`config.mk`:
```
export PLATFORM = sky130hd
export DESIGN_NAME = btn_event_gen
export DESIGN_NICKNAME = d
export VERILOG_FILES = /design/src/rtl/btn_event_gen.sv
export SDC_FILE = /design/constraint.sdc
export NUM_CORES = 1
export LEC_CHECK = 0
export CAP_MARGIN = 20
export CORE_ASPECT_RATIO = 2
export CORE_MARGIN = 2
export CORE_UTILIZATION = 40
export DETAILED_ROUTE_END_ITERATION = 8
export HOLD_SLACK_MARGIN = 0.08
export PLACE_DENSITY_LB_ADDON = 0.2
export SLEW_MARGIN = 20
export SYNTH_ARGS = -nofsm -noshare
export SYNTH_HDL_FRONTEND = slang
export SYNTH_SLANG_ARGS = --single-unit
```
`constraint.sdc`:
```
create_clock -name clk -period 2.52 [get_ports clk]
set_clock_uncertainty 0.2 [all_clocks]
set_input_delay 0.378 -clock clk [delete_from_list [all_inputs] [get_ports clk]]
set_output_delay 0.378 -clock clk [all_outputs]
set_load 0.005 [all_outputs]
```
`src/rtl/btn_event_gen.sv`:
```
// btn_event_gen: turns debounced button levels into press/release/long-press pulses.
// Optional auto-repeat while held: define BTN_AUTOREPEAT_EN.
module btn_event_gen #(
    parameter int NUM_BTN       = 4,
    parameter int LONG_CYCLES   = 50_000_000,
    parameter int REPEAT_CYCLES = 10_000_000,
    parameter int CNT_W         = $clog2(LONG_CYCLES + 1)
) (
    input  logic               clk,
    input  logic               rst,
    input  logic [NUM_BTN-1:0] btn_in,
    output logic [NUM_BTN-1:0] press_p,
    output logic [NUM_BTN-1:0] release_p,
    output logic [NUM_BTN-1:0] long_p,
    output logic [NUM_BTN-1:0] held,
    output logic               any_press
);

    typedef enum logic [1:0] {
        IDLE  = 2'd0,
        PRESS = 2'd1,
        HELD  = 2'd2
    } state_t;

    localparam logic [CNT_W-1:0] LONG_LAST = CNT_W'(LONG_CYCLES - 1);
    localparam logic [CNT_W-1:0] CNT_ONE   = CNT_W'(1);

`ifdef BTN_AUTOREPEAT_EN
    localparam logic [CNT_W-1:0] REPEAT_LAST = CNT_W'(REPEAT_CYCLES - 1);
`endif

    if (LONG_CYCLES < 2 || REPEAT_CYCLES < 2) begin : g_bad_cycles
        $error("btn_event_gen: LONG_CYCLES and REPEAT_CYCLES must be >= 2");
    end

    if ((longint'(REPEAT_CYCLES) - 1) >= (longint'(1) << CNT_W) ||
        (longint'(LONG_CYCLES) - 1) >= (longint'(1) << CNT_W)) begin : g_bad_width
        $error("btn_event_gen: CNT_W too narrow for the cycle counts");
    end

    // Reset high so a button already held at reset release is not a press.
    logic [NUM_BTN-1:0] btn_prev;
    logic [NUM_BTN-1:0] press_set;

    always_ff @(posedge clk or negedge rst) begin
        if (!rst) begin
            btn_prev  <= '1;
            any_press <= 1'b0;
        end else begin
            btn_prev  <= btn_in;
            any_press <= |press_set;
        end
    end

    for (genvar i = 0; i < NUM_BTN; i++) begin : g_ch
        state_t           state;
        logic [CNT_W-1:0] cnt;
        logic             press_r;
        logic             rel_r;
        logic             long_r;
        logic             held_r;
        logic             rise;
        logic             rpt_hit;

        assign rise = btn_in[i] & ~btn_prev[i];

`ifdef BTN_AUTOREPEAT_EN
        assign rpt_hit = (state == HELD) && btn_in[i] &&
                         (cnt == REPEAT_LAST);
`else
        assign rpt_hit = 1'b0;
`endif

        assign press_set[i] = ((state == IDLE) && rise) || rpt_hit;

        always_ff @(posedge clk or negedge rst) begin
            if (!rst) begin
                state   <= IDLE;
                cnt     <= '0;
                press_r <= 1'b0;
                rel_r   <= 1'b0;
                long_r  <= 1'b0;
                held_r  <= 1'b0;
            end else begin
                press_r <= press_set[i];
                rel_r   <= 1'b0;
                long_r  <= 1'b0;
                unique case (state)
                    IDLE: begin
                        if (rise) begin
                            state <= PRESS;
                            cnt   <= CNT_ONE;
                        end
                    end
                    PRESS: begin
                        // Release takes priority over reaching the long-press count.
                        if (!btn_in[i]) begin
                            state  <= IDLE;
                            cnt    <= '0;
                            rel_r  <= 1'b1;
                            held_r <= 1'b0;
                        end else if (cnt == LONG_LAST) begin
                            state  <= HELD;
                            cnt    <= '0;
                            long_r <= 1'b1;
                            held_r <= 1'b1;
                        end else begin
                            cnt <= cnt + CNT_ONE;
                        end
                    end
                    HELD: begin
                        if (!btn_in[i]) begin
                            state  <= IDLE;
                            cnt    <= '0;
                            rel_r  <= 1'b1;
                            held_r <= 1'b0;
                        end else begin
`ifdef BTN_AUTOREPEAT_EN
                            if (cnt == REPEAT_LAST) begin
                                cnt <= '0;
                            end else begin
                                cnt <= cnt + CNT_ONE;
                            end
`else
                            cnt <= '0;
`endif
                        end
                    end
                    default: begin
                        state  <= IDLE;
                        cnt    <= '0;
                        held_r <= 1'b0;
                    end
                endcase
            end
        end

        assign press_p[i]   = press_r;
        assign release_p[i] = rel_r;
        assign long_p[i]    = long_r;
        assign held[i]      = held_r;
    end

endmodule
```
## Word-level counts from Yosys, hierarchy flattened

Index checks and enable logic that the tools add are counted.

- Equal/unequal tests: 24
- Div/mod/pow operators: 0
- Shift-type cells: 0
- Reduce and logical (&&, ||, !) cells: 21
- Add/sub/neg operators: 4
- Magnitude comparators: 0
- Mux-type cells: 72
- Multiply operators: 0
- Bitwise logic cells: 12

Operators by type and width:

| operator | number |
|---|---|
| 2-to-1 mux 26 bit | 12 |
| case mux 26 bit (2 select lines) | 4 |
| adder 26 x 1 -> 26 bit (second input constant) | 4 |
| == test 26 bit (second input constant) | 4 |
| 2-to-1 mux 1 bit | 32 |
| 2-to-1 mux 2 bit | 16 |
| case mux 2 bit (3 select lines) | 4 |
| AND reduction 3 bit | 8 |
| inequality test 2 bit (second input constant) | 8 |
| inequality test 3 bit (second input constant) | 4 |
| case mux 1 bit (3 select lines) | 4 |
| == test 2 x 1 -> 1 bit (second input constant) | 4 |
| == test 2 bit (second input constant) | 4 |
| logical NOT 2 bit | 4 |
| inverter 1 bit | 8 |
| OR reduction 2 bit | 4 |
| bitwise AND 1 bit | 4 |
| logical AND 1 bit | 4 |
| OR reduction 4 bit | 1 |

- Bits in read-only memories: 0
- Bits in writable memories: 0
- Memories kept: 0
- Latch bits: 0
- Output and inout bits: 17
- Register bits after elaboration: 133
- Bits of input ports: 6
- Logic and storage cells: 159

## Logic depth before layout (Yosys ltp)

Gate-level depths: netlist of run 1.

- Depth after elaboration: 4
- Depth in mapped cells: 8
- Depth with buffers taken out: 7

## Worst setup path after synthesis of run 1

No wires, ideal clock.

- Kind: register to register
- From: register g_ch[3].cnt[16]
- To: register g_ch[3].cnt[11]
- Data required time: 2.191 ns
- Clock period less this slack: 2.527 ns
- Setup time: 0.129 ns
- Arrival: 2.198 ns
- Stages on the path, launching flop included: 7
- Path slack: -0.007 ns
- Path buffers: 1
- Cells stage by stage: dfrtp_1 -> or4b_1 -> or4_4 -> o311a_4 -> buf_6 -> o211ai_1 -> nand3_1

- Longest elaborated chain between the ends: 4

RTL lines:

| what | line | text |
|---|---|---|
| from (decl) | 57 | `logic [CNT_W-1:0] cnt;` |
| from (signal assigned) | 108 | `cnt <= cnt + CNT_ONE;` |
| == test 26 bit | 102 | `end else if (cnt == LONG_LAST) begin` |
| 2-to-1 mux 26 bit | 102 |  |
| 2-to-1 mux 26 bit | 97 | `if (!btn_in[i]) begin` |
| case mux 26 bit (2 select lines) | 88 | `unique case (state)` |

Every way passes these cells.
A chain may end at the register's enable or synchronous reset.

## Worst setup path in the final report of run 1

- From: register g_ch[3].cnt[16]
- To: register g_ch[3].state[0]

- Longest elaborated chain between the ends: 3

RTL lines:

| what | line | text |
|---|---|---|
| == test 26 bit | 102 |  |
| inequality test 3 bit (no line) | - |  |
| AND reduction 3 bit (no line) | - |  |
| to (signal assigned) | 98 | `state <= IDLE;` |
| to (signal assigned) | 103 | `state <= HELD;` |
| to (signal assigned) | 113 | `state <= IDLE;` |
| to (decl) | 56 | `state_t state;` |

Every way passes these cells.

==> results of run 1 <==
==> power breakdown <==
part / switching, W / total, W / internal (W)
combinational: 0.00110 / 0.00183 / 0.000729
clock: 0.000952 / 0.00266 / 0.00171
sequential: 0.000117 / 0.00241 / 0.00229
total: 0.00217 / 0.00690 / 0.00473
==> flip-flops by register name (all words and copies together), names as in the netlist <==
name	count
btn_prev	4
g_ch.held_r	4
g_ch.state	8
g_ch.rel_r	4
g_ch.cnt	104
g_ch.press_r	4
any_press	1
g_ch.long_r	4
==> area by class of cell <==
class	count	area, sq um	share of cell area, %
clock buffers	20	457	5.11
multi-input cells	591	3750	42.0
repair buffers	99	847	9.48
well taps	216	270	3.02
clock inverters	12	176	1.97
inverters	27	101	1.13
flip-flops and latches	133	3330	37.3
==> cells by family (layout without fill, tap and decap cells) <==
logic type / after synthesis / after routing / synth area share, %
xor gates and xnor gates: 60 / 60 / 7.16
muxes: 2 / 2 / 0.273
buffers and inverters: 64 / 158 / 4.36
and+or+nand+nor: 391 / 391 / 28.3
DFF: 133 / 133 / 45.4
AOI/OAI and AO/OA: 121 / 122 / 11.8
adders and majority gates: 16 / 16 / 2.73
==> cells in the mapped netlist (3+ instances only) <==
cell type	count
nand2b_1	7
o21ai_0	30
xor2_1	38
dfrtp_1	129
buf_2	4
and2_1	10
a22o_1	5
dfstp_2	4
and4_1	10
a211oi_1	4
a21o_1	6
a21oi_1	25
clkbuf_1	13
or4_1	10
or4b_2	4
a41oi_1	3
a31oi_1	6
nor4_1	10
o211ai_1	8
nor4b_1	10
and3_1	15
nand4_1	50
ha_1	16
buf_4	18
inv_1	27
a2111oi_0	3
nand2_1	70
or3_1	6
nand4b_1	3
a31o_2	3
nor3b_1	5
xnor2_1	22
nor3_1	17
nand3b_1	3
nor2b_1	8
nand3_1	45
nor2_1	99
==> cells in the final DEF, fill, tap and decap left out, types with 4 or more instances in the layout <==
cell             netlist  routed
buf_4                 18      71
nand2_1               70      70
o211ai_1               8       8
nor3b_1                5       5
nor4_1                10      10
and3_1                15      15
clkbuf_16              0      17
dfrtp_1              129     129
nor2_1                99      99
nand2b_1               7       7
inv_1                 27      27
nor3_1                17      17
clkdlybuf4s50_1        0      21
a21oi_1               25      25
dfstp_2                4       4
or3_1                  6       6
nor2b_1                8       8
and2_1                10      10
ha_1                  16      15
bufinv_16              0       4
xor2_1                38      38
a31oi_1                6       6
and4_1                10      10
xnor2_1               22      22
nor4b_1               10       9
or4_1                 10      10
a211oi_1               4       4
a22o_1                 5       5
o21ai_0               30      29
nand3_1               45      45
a21o_1                 6       6
nand4_1               50      50
==> final timing paths <==
kind / endpoint / startpoint / depth (start not counted)
max: g_ch[3].state[0] / g_ch[3].cnt[16] / 5
min: g_ch[1].cnt[1] / rst / 2
max reg2reg: g_ch[3].state[0] / g_ch[3].cnt[16] / 5
min reg2reg: g_ch[2].cnt[1] / g_ch[2].cnt[1] / 2
max in group asynchronous: btn_prev[2] / rst / 3
min in group clk: g_ch[2].cnt[1] / g_ch[2].cnt[1] / 2
==> metal layers <==
| metal | part of all wire (%) | global-route usage (%) | wire length [microns] | vias to the layer above |
|---|---|---|---|---|
| met5 | 0 | 0 | 0 | - |
| met3 | 2.9 | 3.04 | 533 | 49 |
| met2 | 57 | 38.3 | 10600 | 159 |
| met1 | 37 | 20.8 | 6930 | 3108 |
| met4 | 3.0 | 8.88 | 559 | 0 |
| li1 | - | - | - | 3011 |
==> timing repair <==
| item | 4_1_cts | 5_1_grt |
|---|---|---|
| resized for setup | 2 | 9 |
| gates cloned | 0 | 1 |
| endpoints found under the hold margin | 45 | 0 |
| buffers inserted | 0 | 2 |
| pin swaps | 0 | 5 |
| hold buffers | 1 | 0 |
| endpoints found under the setup margin | 2 | 56 |
==> metrics by stage <==
step                setup slack (ns)  hold WS (ns)  cell area, sq um  power (W)
finish                        0.0237         0.266              8940    0.00690
global route                 -0.0142         0.322              8940    0.00728
floorplan                     0.0397        -0.118              7340    0.00352
global placement            -0.00356         0.152              8210    0.00413
CTS                           0.0113         0.283              8860    0.00688
detailed placement           -0.0108         0.155              8210    0.00418
==> impl_metrics.tcl, run 1 <==
set metrics [dict create \
    run_status "finished clean" \
    synth_warnings 0 \
    p_per_area_nw_per_um2 772 \
    p_leak_nw 3.78 \
    synth_nets 809 \
    drive_above_1_share_pct 15.5 \
    grt_overflow 0 \
    yosys.cell_types.count 70 \
    timing_hold_violations_final 0 \
    max_slew.worst_pin.slew_ns 0.557 \
    clk_latency_ns 0.42 \
    slowest_delay_ns 0.52 \
    critical_path_buf_inv_count 0 \
    grt_max_degree 49 \
    clk_root_buffer_cell "clkbuf_16" \
    routedWlPerCell_microns 17.0 \
    synth-seq-cells 133 \
    numCtsBuffers 17 \
    yosys.area.top_type_share_pct 44.0 \
    firstDrtPassIters 5 \
    drtAntennaViolNets 0 \
    wl_microns 18600 \
    cap_violations 0 \
    final.min_clock_period_ns 2.50 \
    arrival_ns 2.66 \
    critPathSlowestCell "or4_4" \
    dp.cells 1062 \
    grt_pass1_wl_microns 31200 \
    antenna_cells 0 \
    async_flop_share_pct 100 \
    cts_max_level 4 \
    cts_sinks 133 \
    crit_family "simple AND/OR/NAND/NOR gates" \
    critPathKind "reg -> reg" \
    clock_path_buffers 2 \
    cts_tree "yes" \
    cp.required_ns 2.68 \
    synth_ff_type "dfrtp_1" \
    fin_crit_sh_pct 99.1 \
    ys_seq_area_share_pct 45.4 \
    nets 891 \
    max_freq_mhz 401 \
    critPathMaxFanout 7 \
    endpoint_kind "register" \
    synthTopCellsByArea "dfrtp_1, nor2_1, xor2_1" \
    maxSlewHeadroom_pct 61.9 \
    num_vias 6327 \
    die_h_microns 196 \
    io_pins 23 \
    synth-edff-count 0 \
    viasPerCell 5.76 \
    dieArea_sq_um 19500 \
    start_util_pct 40.5 \
    drtIter0Drc 341 \
    finalSetupViolations 0 \
    drv_slew 0 \
    path_cells "or4b_1 -> or4_4 -> o311a_4 -> nor3_2 -> o32a_4" \
    cp-start-kind "register" \
    route.detailed.drc 0 \
    track_usage_pct 20.0 \
    synth_top_area_cell "dfrtp_1" \
    syn_area_sq_um 7340 \
    clkTransAtPathRegs_ns 0.06 \
    final_core_util_pct 49.3 \
    num_rows 70 \
    place_congestion 0.862 \
    areaGrowthSynthToFinish_pct 21.7 \
    ir_drop_mv 0.403 \
    netlist_instances 787 \
    hp-class "in -> async" \
    fillCellCount 1637 \
    grt_pass1_vias 6485 \
    portBuffers 22 \
    antenna_found_initial 0 \
    fin_tns_setup_ns 0 \
    final_cells 1098 \
    avgSynthCellArea_sq_um 9.33 \
    place_hpwl_microns 13600 \
    worst-r2r-setup-slack_ns 0.02 \
    die_w_microns 99.8 \
    core_sq_um 18100 \
]
Power figures use the tool's default switching activity.
==> inputs of run 2 (changes only) <==
- CORE_UTILIZATION: 40 -> 38
- RECOVER_POWER: default -> 25
==> run 2 against run 1 <==
Effect of this change: maximum frequency is 0.40% higher; largest power group unchanged; flip-flop and latch count stayed put; die area is 5.1% higher; setup slack better by 0.0099 ns; global-route usage is 0.18 points lower; critical endpoint unchanged; combinational power is 5% higher; first-iteration DRC count is 17% lower; largest cell class unchanged; sequential share of layout area is 0.31 points lower; clock power is 7.5% lower; critical path depth is 1 lower.
==> impl_metrics.tcl, run 2 (synthesis gave the netlist of run 1 again) <==
set metrics [dict create \
    grt_max_degree 52 \
    drtAntennaViolNets 0 \
    holdWs_ns 0.324 \
    die_h_microns 201 \
    fin_crit_sh_pct 98.7 \
    cts_sinks 133 \
    grt_pass1_wl_microns 32100 \
    drtIter0Drc 284 \
    clk_latency_ns 0.42 \
    final_cells 1153 \
    clk_root_buffer_cell "clkbuf_16" \
    crit_family "simple AND/OR/NAND/NOR gates" \
    cts_max_level 4 \
    wl_microns 19200 \
    antenna_found_initial 0 \
    grt_pass1_vias 6643 \
    top_register "g_ch.cnt" \
    final.min_clock_period_ns 2.49 \
    mostFrequentLayoutCells "dfrtp_1, nor2_1, buf_4" \
    p_leak_nw 3.80 \
    track_usage_pct 19.8 \
    drv_slew 0 \
    critical_path_buf_inv_count 0 \
    rsz0062_at_grt "true" \
    numCtsBuffers 17 \
    critPathMaxFanout 7 \
    routedWlPerCell_microns 16.7 \
    num_vias 6228 \
    cap_violations 0 \
    critPathKind "reg -> reg" \
    finalInstanceArea_sq_um 9010 \
    run_status "finished clean" \
    antenna_cells 0 \
    drive_above_1_share_pct 16.4 \
    clock_path_buffers 2 \
    dp.cells 1112 \
    die_w_microns 102 \
    p_per_area_nw_per_um2 756 \
    setup_ws_ns 0.0336 \
    viasPerCell 5.40 \
    layout_commonest_cell "dfrtp_1" \
    num_rows 72 \
    largest_reg_flops 104 \
    pre_cts_slack_ns -0.102 \
    top_regs "g_ch.cnt x104, g_ch.state x8" \
    grt_overflow 0 \
    critPathSlowestCell "or4_4" \
    max_freq_mhz 402 \
    dieArea_sq_um 20500 \
    arrival_ns 2.58 \
    nets 903 \
    ir_drop_mv 0.443 \
    clkTransAtPathRegs_ns 0.06 \
    route.detailed.drc 0 \
    maxSlewHeadroom_pct 29.2 \
    firstDrtPassIters 4 \
    start_util_pct 38.3 \
    cts_tree "yes" \
    p_total_w 0.00681 \
    portBuffers 22 \
    place_congestion 0.872 \
    io_pins 23 \
    endpoint_kind "register" \
    timing_hold_violations_final 0 \
    cp-start-kind "register" \
    dpl_cell_area_sq_um 8330 \
    cp.required_ns 2.61 \
    place_hpwl_microns 14200 \
    slowest_delay_ns 0.52 \
    finalSetupViolations 0 \
    areaGrowthSynthToFinish_pct 22.7 \
    path_cells "or4b_1 -> or4_4 -> o311a_4 -> o32a_2" \
    core_sq_um 19200 \
    max_slew.worst_pin.slew_ns 1.06 \
    hp-class "reg -> reg" \
]
run 2: area by class of cell:
class                      instances  area, sq um
fill                            1851        10200
multi-input combinational        591         3740
sequential                       133         3330
timing repair buffer             111          921
clock buffer                      20          467
tap                              259          324
clock inverter                    12          129
inverter                          27          101
run 2: worst min-delay path: cells and delay by family (launching register included):
kind             cells  cell delay (ns)
AND/OR/NAND/NOR      1             0.06
flip-flops           1             0.36
AO/OA/AOI/OAI        1             0.06
run 2: metal layers:
layer	vias to the layer above	part of all wire [%]	track usage, %
met4	0	2.8	9.48
met2	90	59	38.6
met3	29	1.6	2.61
met5	-	0	0
li1	3036	-	-
met1	3073	37	19.6
run 2: final timing paths:
path	startpoint	end	slack [ns]	cells past startpoint
max in group asynchronous	rst	g_ch[2].cnt[15]	0.37	3
hold / removal	g_ch[1].held_r	g_ch[1].held_r	0.32	2
setup / recovery	g_ch[3].cnt[16]	g_ch[3].state[0]	0.03	4
setup reg to reg	g_ch[3].cnt[16]	g_ch[3].state[0]	0.03	4
min in group asynchronous	rst	g_ch[1].cnt[3]	0.50	2
hold reg to reg	g_ch[1].held_r	g_ch[1].held_r	0.32	2
run 2: what timing repair did:
action | 4_1_cts | 5_1_grt
hold endpoints to repair | 39 | 0
cloned | 1 | 0
pin swaps | 2 | 2
hold buffers | 1 | 0
buffers inserted | 3 | 4
gates resized for setup | 5 | 4
endpoints found under the setup margin | 31 | 56
run 2: where the power goes:
group | total (W) | internal (W) | switching, W
registers | 0.00241 | 0.00229 | 0.000116
clock network | 0.00246 | 0.00153 | 0.000935
logic | 0.00193 | 0.000810 | 0.00112
run 2: through the flow:
step	util [%]	setup TNS, ns
floorplan	-	0
global placement	43.4	-0.910
detailed placement	43.4	-1.65
CTS	46.9	0
global route	47.0	-0.0512
finish	47.0	0
